**src/rtl/div_if.sv**
```systemverilog
// div_if: request/result bus between the execute stage and the divider.
interface div_if #(parameter int WIDTH = 32);
  logic [2*WIDTH+2:0] es_to_div_bus;
  logic               div_ack;
  logic               flush_ES;
  logic [WIDTH:0]     div_to_es_bus;
  logic               div_busy;
  modport master (output es_to_div_bus, div_ack, flush_ES, input div_to_es_bus, div_busy);
  modport slave  (input es_to_div_bus, div_ack, flush_ES, output div_to_es_bus, div_busy);
endinterface

```
**src/rtl/div_unit.sv**
```systemverilog
// div_unit: iterative radix-2 restoring divider, one quotient bit per cycle, result held until acked.
module div_unit #(parameter int WIDTH = 32) (
  input logic  clk,
  input logic  resetn,
  div_if.slave dif
);
  localparam int CW = $clog2(WIDTH);
  typedef enum logic [1:0] {IDLE, CALC, DONE} state_t;
  state_t state, state_nx;
  logic             req, use_mod_in, uns_in;
  logic [WIDTH-1:0] src1, src2;
  assign {req, use_mod_in, uns_in, src1, src2} = dif.es_to_div_bus;
  logic             use_mod, s1n, s2n;
  logic [CW-1:0]    cnt;
  logic [WIDTH:0]   rem;
  logic [WIDTH-1:0] quo, dvs, result;
  logic             last, ge, s1_in, s2_in;
  logic [WIDTH:0]   sh, rem_n;
  logic [WIDTH-1:0] quo_n, q_fix, r_fix;
  assign last  = cnt == CW'(WIDTH - 1);
  assign s1_in = !uns_in && src1[WIDTH-1];
  assign s2_in = !uns_in && src2[WIDTH-1];
  assign sh    = {rem[WIDTH-1:0], quo[WIDTH-1]};
  assign ge    = sh >= {1'b0, dvs};
  assign rem_n = ge ? sh - {1'b0, dvs} : sh;
  assign quo_n = {quo[WIDTH-2:0], ge};
  // A zero divisor leaves rem = |src1|, so the dividend-sign fixup restores the original src1.
  assign q_fix = dvs == '0 ? '1 : (s1n ^ s2n) ? -quo_n : quo_n;
  assign r_fix = s1n ? -rem_n[WIDTH-1:0] : rem_n[WIDTH-1:0];
  always_comb begin
    state_nx = dif.flush_ES ? IDLE :
               state == IDLE ? (req ? CALC : IDLE) :
               state == CALC ? (last ? DONE : CALC) :
               (dif.div_ack || !req) ? IDLE : DONE;
  end
  always_ff @(posedge clk or negedge resetn)
    if (!resetn) state <= IDLE;
    else state <= state_nx;
  always_ff @(posedge clk or negedge resetn) begin
    if (!resetn) begin
      use_mod <= 1'b0;
      s1n     <= 1'b0;
      s2n     <= 1'b0;
      cnt     <= '0;
      rem     <= '0;
      quo     <= '0;
      dvs     <= '0;
      result  <= '0;
    end else if (!dif.flush_ES) begin
      if (state == IDLE && req) begin
        use_mod <= use_mod_in;
        s1n     <= s1_in;
        s2n     <= s2_in;
        quo     <= s1_in ? -src1 : src1;
        dvs     <= s2_in ? -src2 : src2;
        rem     <= '0;
        cnt     <= '0;
      end else if (state == CALC) begin
        rem <= rem_n;
        quo <= quo_n;
        cnt <= cnt + 1'b1;
        if (last) result <= use_mod ? r_fix : q_fix;
      end
    end
  end
  assign dif.div_to_es_bus = {result, state == DONE};
  assign dif.div_busy      = state != IDLE;
endmodule

```
**src/flat_wrapper.sv**
```systemverilog
// flat-port wrapper written by rule: the top's interface ports become plain ports
module div_unit_flat 
#(parameter int WIDTH = 32)
  (clk, resetn, dif_es_to_div_bus, dif_div_ack, dif_flush_ES, dif_div_to_es_bus, dif_div_busy);
  div_if #(.WIDTH(WIDTH)) dif_i ();
  input logic clk;
  input logic resetn;
  input wire logic [$bits(dif_i.es_to_div_bus)-1:0] dif_es_to_div_bus;
  input wire logic [$bits(dif_i.div_ack)-1:0] dif_div_ack;
  input wire logic [$bits(dif_i.flush_ES)-1:0] dif_flush_ES;
  output wire logic [$bits(dif_i.div_to_es_bus)-1:0] dif_div_to_es_bus;
  output wire logic [$bits(dif_i.div_busy)-1:0] dif_div_busy;
  assign dif_i.es_to_div_bus = dif_es_to_div_bus;
  assign dif_i.div_ack = dif_div_ack;
  assign dif_i.flush_ES = dif_flush_ES;
  assign dif_div_to_es_bus = dif_i.div_to_es_bus;
  assign dif_div_busy = dif_i.div_busy;
  div_unit #(.WIDTH(WIDTH)) u_core (.clk(clk), .resetn(resetn), .dif(dif_i));
endmodule
```
**config.mk**
```make
export PLATFORM = sky130hd
export DESIGN_NAME = div_unit_flat
export DESIGN_NICKNAME = d
export VERILOG_FILES = /design/src/rtl/div_if.sv /design/src/rtl/div_unit.sv /design/src/flat_wrapper.sv
export SDC_FILE = /design/constraint.sdc
export NUM_CORES = 1
export LEC_CHECK = 0
export CAP_MARGIN = 0
export CORE_UTILIZATION = 64
export DETAILED_ROUTE_END_ITERATION = 6
export HOLD_SLACK_MARGIN = 0.1
export PLACE_DENSITY = 0.95
export SYNTH_ARGS = -nofsm -noshare
export SYNTH_HDL_FRONTEND = slang
export SYNTH_SLANG_ARGS = --single-unit
```
**constraint.sdc**
```tcl
create_clock -name clk -period 9.7 [get_ports clk]
set_input_delay 2.91 -clock clk [delete_from_list [all_inputs] [get_ports clk]]
set_output_delay 2.91 -clock clk [all_outputs]
set_load 0.01 [all_outputs]
```
==> summary.md <==
| Metric | Value |
|---|---|
| Post-cts resize count | `0` |
| Mapped Cells | `1485` |
| Slew Limit Fails | `0` |
| Setup TNS | `0 ps` |
| Clock-pin slew on the worst setup and hold paths | `70 ps` |
| Vias in the first global route | `11400` |
| Post-synth top area share | `30.3%` |
| Crit-path max FO | `6` |
| Peak VDD IR | `0.000202 V` |
| Max-slew headroom | `20.7%` |
| Most frequent cell after synthesis | `nand2_1` |
| CP Capture Type | `flip-flop` |
| Max clock buf depth | `2` |
| 1st-iter DRT viols | `1843` |
| Row count | `48` |
| Min Tclk post-route | `6120 ps` |
| Syn Area/Cell | `7.68 um^2` |
| Starting Density | `65.7%` |
| Clock Skews | `12.2 ps` |
| Sequential area share after synthesis | `30.3%` |
| Vias | `12400` |
| Die H | `136 um` |
| Top cells by count, synth | `nand2_1 (184), o21ai_0 (170), dfrtp_1 (138), a21oi_1 (131), nor2_1 (126)` |
| Die area | `18400 um^2` |
| Fraction of layout cells with a size suffix above 1 | `4.58%` |
| Critical Path Start Type | `input port` |
| Worst hold path type | `flip-flop to flip-flop` |
| Drt total wl | `37700 um` |
| R2R depth | `18` |
| FF-to-FF setup slack | `3880 ps` |
| FF-to-FF Start | `u_core.dvs[8]` |
| Cell variety after synth | `88` |
| Die X | `136 um` |
| Tcrit/Tclk final | `63.0%` |
| Top post-synthesis cells by area | `dfrtp_1 (30%), o21ai_0 (7.5%), nand2_1 (6.1%)` |
| CTS sink count | `138` |
| Most used flip-flop cell after synthesis | `dfrtp_1` |
| DRT Pass-1 Iters | `6` |
| Clock Latency Late Sink | `440 ps` |
| CTS Buf Count | `17` |
| Largest net degree at the start of global routing | `78` |
| P per Cell Area | `327 nW/um^2` |
| Least-Margin Pin Slew | `1190 ps` |
| CP required | `9970 ps` |
| Final #Nets | `1648` |
| # IOs | `105` |
| GP Congestion | `1.01` |
| DRT antenna net count | `0` |
| Hold Fails Final Rpt | `0` |
| Yosys Warn Count | `0` |
| Hold_sp | `u_core.result[17]` |
| CTS root buf | `clkbuf_16` |
| MaxCap Viol Count | `0` |
| Yosys top cell by area | `dfrtp_1` |
| Setup bufs post-CTS | `0` |
| CTS tree | `yes` |
| Status | `complete, no violations` |
| Setup Viol. Count Final | `0` |
| Hold path cells | `1` |
| Gr ovfl total | `0` |
| Synthesized flop and latch total | `138` |
| F_max | `164 MHz` |
| H-Tree Depth | `4` |
| Layout area overhead | `14.9%` |
| WS Path Type | `input port to flip-flop` |
| CP Data Arrival Time | `6390 ps` |
| Area of the core | `17400 um^2` |
| Worst Hold End | `u_core.result[17]` |
| EDFF count, synth | `0` |
| Hold Buf Count CTS | `0` |
| Global-route wire length before repair | `59600 um` |
| Dpl hpwl | `27000 um` |
| Post-route DRC | `0` |
| RSZ-0062 raised after global routing | `false` |
| Initial antenna violation count | `0` |
| Diodes inserted | `0` |
| RR Endpoint | `u_core.result[30]` |
| Leakage power | `5.58 nW` |
| Syn Std Cell Area | `11400 um^2` |
| Gr usage total | `42.2%` |
| Worst hold slack | `476 ps` |
| WL/cell | `21.2 um` |
| Post-synth ARST share | `100%` |
| Mapped Nets | `1595` |
| DR vias/cell | `6.97` |
| Port Buffers | `104` |
-- report_power, final --
part,leakage (nW),internal [W],switching [W]
clock,0.294,0.000411,0.000290
sequential,1.81,0.000705,0.000210
combinational,3.47,0.000937,0.00173
-- state kept, by name (all words and copies together), names as in the netlist --
register        cells
u_core.state        2
u_core.rem         32
u_core.result      32
u_core.s2n          1
u_core.use_mod      1
u_core.quo         32
u_core.cnt          5
u_core.dvs         32
u_core.s1n          1
-- stage by stage --
step                      instances  setup slack, ps  total power, W  instance area, um^2  utilization (%)
final                          1776             3580         0.00428                13100             75.5
after global routing           1776             3490         0.00453                13100             75.5
after CTS                      1776             3630         0.00416                13100             75.5
after detailed placement       1744             3280         0.00343                12500             72.0
after global placement         1744             3520         0.00337                12500             72.0
after floorplan                1485             4320         0.00277                11400                -
-- cell type report --
type	count	area [um^2]
timing repair buffer	113	1110
clock buffer	18	429
tap	225	282
multi-input combinational	1211	7430
sequential	138	3450
inverter	57	216
clock inverter	14	186
fill	1199	4250
-- cells in the final DEF (no fill, tap or decap), types with 19 or more instances in the layout --
cell	netlist	final
mux2i_1	19	19
nor4_1	27	27
or3_1	24	24
nand3_1	31	31
inv_1	55	55
xor2_1	48	48
clkdlybuf4s50_1	0	103
nor3_1	40	40
xnor2_1	74	74
nor2_1	126	125
dfrtp_1	138	138
ha_1	38	38
a21o_1	31	31
nand2_1	184	184
a31oi_1	19	19
a21oi_1	131	131
o21ai_0	170	170
-- routing by layer --
layer | part of all wire (%) | GRT usage [%] | routed length (um)
met5 | 0 | 0 | 0
met4 | 5.0 | 20.7 | 1900
met3 | 11 | 9.43 | 4030
met2 | 46 | 67.1 | 17300
met1 | 39 | 54.2 | 14500
-- logic make-up after synthesis --
group | Yosys count | synth area share (%)
buf+inv | 136 | 4.69
mux | 20 | 1.77
xor+xnor | 122 | 9.37
fa+ha+maj | 39 | 4.34
compound gates | 498 | 27.1
flops | 138 | 30.3
simple gates | 532 | 22.5
-- critical path, cell delays in order --
cell,delay (ps)
clkdlybuf4s50_1,460
or3_1,410
or3_1,370
or4_1,480
nor3_1,530
nand3_1,220
nor4_1,500
a21oi_1,220
xnor2_1,210
o21ai_0,100
-- worst max-delay path by stage --
| stage | endpoint | startpoint | cells after the start | slack, ps |
|---|---|---|---|---|
| 5_1_grt | u_core.dvs[29] | dif_es_to_div_bus[1] | 10 | 3490 |
| 6_report | u_core.dvs[29] | dif_es_to_div_bus[1] | 10 | 3580 |
| 2_1_floorplan | u_core.dvs[27] | dif_es_to_div_bus[1] | 9 | 4320 |
| 3_3_place_gp | u_core.dvs[29] | dif_es_to_div_bus[1] | 10 | 3520 |
| 4_1_cts | u_core.dvs[29] | dif_es_to_div_bus[1] | 10 | 3630 |
| 3_5_place_dp | u_core.dvs[29] | dif_es_to_div_bus[1] | 10 | 3280 |
(Power assumes the default switching activity.)
